[config.mk]
export PLATFORM = sky130hd
export DESIGN_NAME = timer_counter
export DESIGN_NICKNAME = d
export VERILOG_FILES = /design/src/rtl/timer_counter.sv
export SDC_FILE = /design/constraint.sdc
export NUM_CORES = 1
export LEC_CHECK = 0
export ABC_AREA = 1
export CAP_MARGIN = 40
export CELL_PAD_IN_SITES_DETAIL_PLACEMENT = 1
export CELL_PAD_IN_SITES_GLOBAL_PLACEMENT = 1
export CORE_MARGIN = 5
export CORE_UTILIZATION = 40
export DETAILED_ROUTE_END_ITERATION = 12
export PLACE_DENSITY_LB_ADDON = 0.1
export SYNTH_ARGS = -nofsm -noshare
export SYNTH_HDL_FRONTEND = slang
export SYNTH_SLANG_ARGS = --single-unit
[constraint.sdc]
create_clock -name clk -period 4.9 [get_ports clk]
set_input_delay 0.49 -clock clk [delete_from_list [all_inputs] [get_ports clk]]
set_output_delay 0.49 -clock clk [all_outputs]
set_load 0.005 [all_outputs]
[src/rtl/timer_counter.sv]
// timer_counter: programmable 32-bit down-counting timer with one-shot and
// auto-reload modes, a word-addressed host register window and an interrupt
// request line for one CP0 hardware-interrupt input.
module timer_counter (
  input  logic        clk,
  input  logic        rst,
  input  logic [1:0]  addr,
  input  logic        we,
  input  logic [31:0] din,
  output logic [31:0] dout,
  output logic        irq
);

  localparam logic [1:0] ADDR_CTRL   = 2'd0;
  localparam logic [1:0] ADDR_PRESET = 2'd1;
  localparam logic [1:0] ADDR_COUNT  = 2'd2;

  typedef enum logic [1:0] {
    ST_IDLE = 2'd0,
    ST_LOAD = 2'd1,
    ST_CNT  = 2'd2,
    ST_INT  = 2'd3
  } state_e;

  // CTRL layout: [0] EN, [2:1] MODE, [3] IM
  logic [3:0]  ctrl_q, ctrl_d;
  logic [31:0] preset_q, preset_d;
  logic [31:0] count_q, count_d;
  logic        pending_q, pending_d;
  logic        irq_q, irq_d;
  state_e      state_q, state_d;

  logic        en_s;
  logic        mode_reload_s;
  logic        wr_ctrl_s;
  logic        wr_preset_s;
  logic        en_clr_s;
  logic        pend_set_s;
  logic        pend_fsm_clr_s;
  logic        pend_host_clr_s;
  logic        unused_din_s;

  // Only the low CTRL bits are stored; the rest of a CTRL write is dropped.
  assign unused_din_s = ^din[31:4];

  assign en_s          = ctrl_q[0];
  // Only MODE=1 auto-reloads; 0, 2 and 3 all behave as one-shot.
  assign mode_reload_s = (ctrl_q[2:1] == 2'b01);
  assign wr_ctrl_s     = we && (addr == ADDR_CTRL);
  assign wr_preset_s   = we && (addr == ADDR_PRESET);
  // In one-shot mode the host acknowledges the interrupt by writing CTRL or PRESET.
  assign pend_host_clr_s = !mode_reload_s && (wr_ctrl_s || wr_preset_s);

  // Timer FSM: next state, COUNT update and interrupt events.
  always_comb begin
    state_d        = state_q;
    count_d        = count_q;
    en_clr_s       = 1'b0;
    pend_set_s     = 1'b0;
    pend_fsm_clr_s = 1'b0;
    case (state_q)
      ST_IDLE: begin
        if (en_s) begin
          state_d = ST_LOAD;
        end else begin
          state_d = ST_IDLE;
        end
      end
      ST_LOAD: begin
        if (en_s) begin
          count_d = preset_q;
          state_d = ST_CNT;
        end else begin
          state_d = ST_IDLE;
        end
      end
      ST_CNT: begin
        if (!en_s) begin
          // Stop with COUNT frozen; a restart goes back through LOAD.
          state_d = ST_IDLE;
        end else if (count_q == 32'd0) begin
          state_d    = ST_INT;
          pend_set_s = 1'b1;
        end else begin
          count_d = count_q - 32'd1;
        end
      end
      ST_INT: begin
        if (mode_reload_s) begin
          // Periodic: pending lives for exactly the INT cycle.
          state_d        = ST_LOAD;
          pend_fsm_clr_s = 1'b1;
        end else begin
          // One-shot: disarm and keep pending until the host clears it.
          state_d  = ST_IDLE;
          en_clr_s = 1'b1;
        end
      end
      default: begin
        state_d = ST_IDLE;
      end
    endcase
  end

  // Host register writes; a host CTRL write overrides the one-shot EN auto-clear.
  always_comb begin
    ctrl_d   = ctrl_q;
    preset_d = preset_q;
    if (wr_ctrl_s) begin
      ctrl_d = din[3:0];
    end else if (en_clr_s) begin
      ctrl_d = {ctrl_q[3:1], 1'b0};
    end else begin
      ctrl_d = ctrl_q;
    end
    if (wr_preset_s) begin
      preset_d = din;
    end else begin
      preset_d = preset_q;
    end
  end

  // Pending flag: clears take precedence over a same-edge set.
  always_comb begin
    pending_d = pending_q;
    if (pend_host_clr_s || pend_fsm_clr_s) begin
      pending_d = 1'b0;
    end else if (pend_set_s) begin
      pending_d = 1'b1;
    end else begin
      pending_d = pending_q;
    end
    // Registered form of pending & IM, computed from next-state values so it
    // tracks the flops with no extra cycle of latency.
    irq_d = pending_d & ctrl_d[3];
  end

  // State and register flops with synchronous active-high reset.
  always_ff @(posedge clk) begin
    if (rst) begin
      state_q   <= ST_IDLE;
      ctrl_q    <= 4'd0;
      preset_q  <= 32'd0;
      count_q   <= 32'd0;
      pending_q <= 1'b0;
      irq_q     <= 1'b0;
    end else begin
      state_q   <= state_d;
      ctrl_q    <= ctrl_d;
      preset_q  <= preset_d;
      count_q   <= count_d;
      pending_q <= pending_d;
      irq_q     <= irq_d;
    end
  end

  assign irq = irq_q;

  // Zero-latency read mux of the register selected by addr.
  always_comb begin
    dout = 32'd0;
    case (addr)
      ADDR_CTRL:   dout = {28'd0, ctrl_q};
      ADDR_PRESET: dout = preset_q;
      ADDR_COUNT:  dout = count_q;
      default:     dout = 32'd0;
    endcase
  end

endmodule

==> Word-level counts from Yosys, hierarchy flattened <==
Cells that the tools add are included.
{ "word_totals": {"output_inout_bits": 33, "reg_bits": 72} }
{ "classes": {"n_bitwise": 1, "n_addsub": 1, "eq_ne": 10, "muxes": 22, "n_reduce_logical": 12} }
{ "op_table": {"columns": ["op", "count"], "rows": [
  ["2-to-1 mux 32 bit", 3],
  ["one-hot mux 32 bit (3 select lines)", 1],
  ["one-hot mux 32 bit (2 select lines)", 1],
  ["zero test 32 bit", 1],
  ["subtractor 32 x 1 -> 32 bit (second input constant)", 1],
  ["2-to-1 mux 1 bit", 12],
  ["one-hot mux 2 bit (4 select lines)", 1],
  ["equality test 2 x 1 -> 1 bit (second input constant)", 3],
  ["equality test 2 bit (second input constant)", 3],
  ["2-to-1 mux 2 bit", 3],
  ["inequality test 2 bit (second input constant)", 3],
  ["zero test 2 bit", 2],
  ["2-to-1 mux 4 bit", 1],
  ["AND reduction 4 bit", 1],
  ["nonzero test 2 bit", 2],
  ["logical AND 1 bit", 3],
  ["inequality test 3 bit (second input constant)", 1],
  ["logical OR 1 bit", 2],
  ["AND 1 bit", 1],
  ["zero test 1 bit", 1]
]} }

==> Depth between registers and ports, before layout <==
Gate-level depths: netlist (run 1).
{ "logic_depth": {"ltp_word": 7, "ltp_mapped": 14, "ltp_nobuf": 12} }

==> Least setup slack after synthesis (run 1) <==
OpenSTA, ideal clock, no wires.
{ "synth_timing": {"kind": "input to output", "startpoint": "in addr[0]", "endpoint": "out dout[13]", "required_time_ns": 4.410, "arrival_time_ns": 1.406, "setup_slack_ns": 3.004, "stages": 6, "cell_sequence": "inv_1 nor2_1 inv_1 clkbuf_1 clkbuf_1 o22ai_1"} }
{ "synth_between": {"elab_chain_len": 2} }
{ "synth_rtl": {"columns": ["item", "line", "rtl"], "rows": [
  ["start, declared", "7", "input logic [1:0] addr,"],
  ["equality test 2 bit (tied with other cells)", "162", "case (addr)"],
  ["one-hot mux 32 bit (3 select lines) *", "162", null],
  ["end, declared", "10", "output logic [31:0] dout,"]
]} }
Mark *: on every way between the ends. The rest lies on a longest branch, timed or not.

==> Final worst setup path (run 1) <==
{ "layout_timing": {"startpoint": "reg state_q[1]", "endpoint": "reg count_q[14]"} }
{ "layout_between": {"elab_chain_len": 3} }
{ "layout_rtl": {"columns": ["item", "line", "rtl"], "rows": [
  ["start, declared", "31", "state_e state_q, state_d;"],
  ["start signal, assigned", "148", "state_q <= state_d;"],
  ["equality test 2 bit / equality test 2 x 1 -> 1 bit (equally long branches)", "61", "case (state_q)"],
  ["inequality test 2 bit (no line) / nonzero test 2 bit (equally long branches)", null, null],
  ["AND reduction 4 bit (no line)", null, null],
  ["end signal, assigned", "151", "count_q <= count_d;"],
  ["end, declared", "28", "logic [31:0] count_q, count_d;"]
]} }
Several ways; a longest one is shown, not always the timed one.
A chain may end at the register's enable or synchronous reset.

==> flow_summary.yaml, run 1 <==
outcome:
  outcome: "finished, final reports clean"
synth:
  netlist_top_cells_area: "dfxtp_1 (35%), nand2_1 (13%), nor2_1 (9.2%)"
  synth_warnings: 0
  avgSynthCellArea_um2: 6.16
  postSynthCellCount: 671
  yosys.area_share.xor_xnor_pct: 0.636
  syn_area_mm2: 0.00413
  synth_simple_gate_area_share_pct: 30.3
  synth_compound_area_share_pct: 22.2
  synth_mux_area_share_pct: 0
  synth_top_family_by_area: "simple AND/OR/NAND/NOR gates"
  synth.largest_area_cell: "dfxtp_1"
  synth_fp_nets: 709
  yosysTopAreaCellShare_pct: 34.9
  number_of_synthesized_flops_with_an_enable_pin: 0
  ys_ff_latch: 72
  post_synth_fa_ha_maj_area_fraction_pct: 0.303
  yosysUniqueCellTypes: 28
  async_reset_ff_share_pct: 0
  yosysSeqAreaShare_pct: 34.9
  ys_dominant_reg_cell: "dfxtp_1"
worst_hold_path:
  timing.hold.worst.class: "reg2reg"
critical_path:
  arrival_ps: 3500
  critPathCaptureType: "register"
  setup.worst_path.class: "reg2reg"
  timing.critical_path.required_ps: 5150
  critPathMaxFanout: 47
  worstSetupStartpointType: "register"
timing:
  report.final.slew_viol_count: 0
  grt_setup_unrepaired: "false"
  timing.clock.skew_ps: 9.39
  final.min_clock_period_ps: 3250
  worst-slew-pin-transition_ps: 788
  relSlewSlack_pct: 47.3
  timing.final.hold_violations: 0
  setup_viol_count_final: 0
  setup_total_neg_slack_ps: 0
  highest_clock_rate_ghz: 0.308
  period_share_pct: 66.3
  timing.final.ws_setup_ps: 1650
cells_and_area:
  multiInputGateArea_mm2: 0.00221
  num_antenna_cells: 0
  filler_cell_count: 1394
  layout_cells_sized_above_1_pct: 5.75
  seq_area_mm2: 0.00144
  nNetsFinal: 764
  most-common-layout-cells: "nand2_1 (141), nor2_1 (100), inv_1 (80), o21ai_0 (75), dfxtp_1 (72)"
  most_common_library_cell_in_the_layout_ignoring_fill_and_taps: "nand2_1"
  area_growth_syn_to_layout_pct: 24.8
  fin_area_mm2: 0.00516
  final_core_utilization_pct: 50.6
placement:
  dpl.hpwl_um: 10300
  detailedPlace.worstSlack_ps: 1630
  gp_routability_congestion: 0.867
  detailed_place.area_mm2: 0.00494
  placement.io_buffers: 69
floorplanning:
  die-area_mm2: 0.0125
  floorplan.initialDensity_pct: 40.6
  die_h_um: 112
  die_width_um: 112
  fp.coreArea_mm2: 0.0102
  fp-row-count: 37
  num_io_pins: 70
pwr:
  vdd_ir_drop_max_mv: 0.107
  power.sequential.fraction_pct: 45.9
  intPower_uw: 986
  p_total_uw: 1330
  power.switching_fraction_pct: 25.7
  netSwitchingPower_uw: 342
  power.leakage_uw: 0.00218
  power_density_mw_per_mm2: 257
  power.share.combinational_pct: 12.9
  clock_power_share_pct: 41.1
routing:
  routed_wire_length_per_instance_um: 16.5
  vias_per_cell: 5.33
  route.final.wire_length_um: 14300
  vias: 4613
  dr.pass1.iters: 4
  drcViolationCount: 0
  drt_first_iter_violations: 245
  postRouteAntennaNets: 0
global_route:
  grt_start_max_net_pins: 52
  grt_pass1_wl_um: 23900
  antenna_found_initial: 0
  track_usage_pct: 23.2
  first_global_vias: 4806
  global_route.overflow_total: 0
clocking:
  clockBufferDepth: 2
  gates_resized_cts_repair: 0
  holdBufCountCts: 0
  cts_made_buffers: 9
  insertion_delay_ps: 360
  root_buffer: "clkbuf_8"
  cts_num_sinks: 72
  clk_transition_reported_paths_ps: 80
  cts.repair_timing.setup_buffer_count: 0
  ctsHtreeMaxLevel: 3
  clock_tree_from_tritoncts: "yes"
flow_run:
  max_cap_viol_count: 0
[synth_stat cells, types with 2 or more instances]
| cell type | number |
|---|---|
| a21oi_1 | 59 |
| buf_1 | 2 |
| buf_2 | 3 |
| buf_6 | 4 |
| clkbuf_1 | 22 |
| dfxtp_1 | 72 |
| inv_1 | 81 |
| inv_2 | 6 |
| nand2_1 | 142 |
| nand2_2 | 5 |
| nand3_1 | 40 |
| nand3b_1 | 2 |
| nand4_1 | 4 |
| nor2_1 | 101 |
| nor2_2 | 4 |
| nor2_4 | 2 |
| o21ai_0 | 75 |
| o21ai_1 | 6 |
| o221ai_1 | 3 |
| o22ai_1 | 28 |
| xor2_1 | 3 |
[flip-flops by register name (all words and copies together) (netlist names)]
| signal | count |
|---|---|
| count_q | 32 |
| ctrl_q | 4 |
| irq | 1 |
| pending_q | 1 |
| preset_q | 32 |
| state_q | 2 |
[area by class of cell]
type | count | area share [%]
timing repair buffer | 76 | 15.2
inverter | 87 | 6.33
tap | 136 | 3.30
sequential | 72 | 28.0
multi-input combinational | 480 | 42.9
clock buffer | 12 | 3.01
clock inverter | 3 | 1.26
[logic make-up (layout without fill, tap and decap cells)]
family          after synthesis  after routing
compound gates              173            173
flops                        72             72
simple gates                303            303
buf+inv                     119            178
xor+xnor                      3              3
fa+ha+maj                     1              1
[power by group through the flow]
stage | registers (uW) | clock network (uW) | logic [uW]
floorplan | 620 | 0 | 94.1
global placement | 623 | 0 | 161
detailed placement | 623 | 0 | 170
CTS | 609 | 554 | 172
global route | 612 | 577 | 190
finish | 610 | 546 | 171
[path summary, 6_finish.rpt]
path	startpoint	endpoint	depth (start not counted)	slack [ps]
max	state_q[1]	count_q[14]	11	1650
max reg2reg	state_q[1]	count_q[14]	11	1650
min	preset_q[31]	preset_q[31]	2	480
min reg2reg	preset_q[31]	preset_q[31]	2	480
[worst max-delay path, stage by stage (launching register included)]
cell and delay (ps):
dfxtp_1 380, inv_1 80, nor2_2 70, buf_4 420
inv_1 350, buf_8 260, nor2_1 150, nand2_2 90
nand2_2 580, inv_2 460, nor2_1 200, nor2_1 70
[layer usage]
layer	part of all wire, %	routed length, um	global-route usage (%)
met1	48	6840	29.7
met2	48	6840	40.4
met3	3.1	445	4.02
met4	1.1	161	5.35
met5	0	0	0
[stage by stage]
step           cells  hold WS, ps
2_1_floorplan    671          438
3_3_place_gp     847          463
3_5_place_dp     851          470
4_1_cts          866          482
5_1_grt          866          507
6_report         866          481
Note: power is estimated with default switching activity, not from simulation.
==> inputs of run 2 (changes only) <==
Settings changed: CORE_UTILIZATION 40 to 37.
Clock period 4.9 ns to 3 ns, I/O delays scaled along.
==> flow_summary.yaml, run 2 (same netlist as run 1, synthesis figures left out) <==
timing:
  setup_total_neg_slack_ps: 0
  relSlewSlack_pct: 59.9
  period_share_pct: 86.2
  final.min_clock_period_ps: 2590
  setup_viol_count_final: 0
  report.final.slew_viol_count: 0
  whs_ps: 472
  timing.clock.skew_ps: 8.32
  worst-slew-pin-transition_ps: 601
  timing.final.hold_violations: 0
  grt_setup_unrepaired: "false"
  highest_clock_rate_ghz: 0.386
clocking:
  cts.repair_timing.setup_buffer_count: 0
  clock_tree_from_tritoncts: "yes"
  insertion_delay_ps: 370
  cts_num_sinks: 72
  root_buffer: "clkbuf_8"
  ctsHtreeMaxLevel: 3
  gates_resized_cts_repair: 0
  holdBufCountCts: 0
  cts_made_buffers: 9
  clk_transition_reported_paths_ps: 80
  clockBufferDepth: 2
cells_and_area:
  fin_cells: 874
  area_growth_syn_to_layout_pct: 25.3
  nNetsFinal: 767
  num_antenna_cells: 0
  most-common-layout-cells: "nand2_1 (141), nor2_1 (100), inv_1 (81), o21ai_0 (75), dfxtp_1 (72)"
  layout_cells_sized_above_1_pct: 6.27
  fin_area_mm2: 0.00518
  largestRegisters: "count_q (32), preset_q (32), ctrl_q (4)"
  most_common_library_cell_in_the_layout_ignoring_fill_and_taps: "nand2_1"
global_route:
  global_route.overflow_total: 0
  grt_start_max_net_pins: 47
  grt_pass1_wl_um: 23700
  antenna_found_initial: 0
  first_global_vias: 4783
  track_usage_pct: 22.4
worst_hold_path:
  timing.hold.worst.class: "reg2reg"
critical_path:
  arrival_ps: 2290
  slowest_stage_delay_on_critical_path_ps: 540
  critPathMaxFanout: 17
  crit_path_cells: "clkdlybuf4s50_1, inv_1, nor2_1, inv_1, buf_4, o22ai_1, clkdlybuf4s50_1"
  path_delay_family: "buffers and inverters"
  crit_path_buf_inv_count: 5
  setup.worst_path.class: "in2out"
  worstSetupStartpointType: "input pin"
  slowest_stage: "clkdlybuf4s50_1"
  critPathCaptureType: "output port"
  timing.critical_path.required_ps: 2700
routing:
  dr_wl_met2_um: 6810
  dr.pass1.iters: 4
  routedLengthMet1_um: 6790
  wl_met3_um: 528
  drcViolationCount: 0
  vias_per_cell: 5.23
  routed_wire_length_per_instance_um: 16.3
  top_layer_used: "met4"
  route.final.wire_length_um: 14300
  drt_first_iter_violations: 235
  postRouteAntennaNets: 0
  vias: 4570
pwr:
  vdd_ir_drop_max_mv: 0.377
  power.leakage_uw: 0.00220
  power_density_mw_per_mm2: 436
flow_run:
  max_cap_viol_count: 0
floorplanning:
  die_h_um: 116
  fp-row-count: 38
  fp.coreArea_mm2: 0.0109
  die_width_um: 116
  die-area_mm2: 0.0134
  floorplan.initialDensity_pct: 38.0
  num_io_pins: 70
placement:
  placement.io_buffers: 69
  post-place-cells: 858
  dpl.hpwl_um: 10200
  gp_routability_congestion: 0.857
  detailed_place.area_mm2: 0.00493
outcome:
  outcome: "finished, final reports clean"
-- run 2: tightest hold or removal path, cell delays in order (launching register included) --
cell and delay [ps]:
dfxtp_1 310, inv_1 60, a21oi_1 60
-- run 2: per-stage QoR --
stage	util, %	power [uW]	setup WS [ps]
3_3_place_gp	45.3	1290	476
6_report	47.6	2260	413
4_1_cts	47.6	2270	402
5_1_grt	47.6	2360	262
2_1_floorplan	-	1170	1290
3_5_place_dp	45.3	1300	417
-- run 2: per-layer routing --
metal / track usage [%] / vias up
met5: 0 / -
met4: 4.56 / 0
met3: 4.70 / 11
met2: 37.9 / 74
met1: 29.6 / 2197
li1: - / 2288
-- run 2: area by class of cell --
cell class                      instances  area (um^2)
Tap cell                              140          175
Multi-Input combinational cell        480         2210
Inverter                               87          327
Clock inverter                          5          104
Clock buffer                           11          141
Sequential cell                        72         1440
Fill cell                            1485         5710
Timing Repair Buffer                   79          778
-- run 2: worst paths after layout --
check	cells past startpoint	slack [ps]	to	start
worst min-delay path	2	470	preset_q[5]	preset_q[5]
worst min register to register	2	470	preset_q[5]	preset_q[5]
worst max register to register	12	740	count_q[28]	count_q[0]
worst max-delay path	7	410	dout[15]	addr[0]
-- run 2: where the power goes --
| part | internal (uW) | leakage, uW | switching [uW] |
|---|---|---|---|
| Clock | 576 | 0.000124 | 409 |
| Combinational | 118 | 0.00149 | 159 |
| Sequential | 982 | 0.000585 | 13.2 |
| Total | 1680 | 0.00220 | 581 |
==> inputs of run 3 (changes only) <==
Settings changed: HOLD_SLACK_MARGIN set to 0.05.
==> results of run 3 <==
No change in the layout: final DEF, timing and power equal those of run 2.
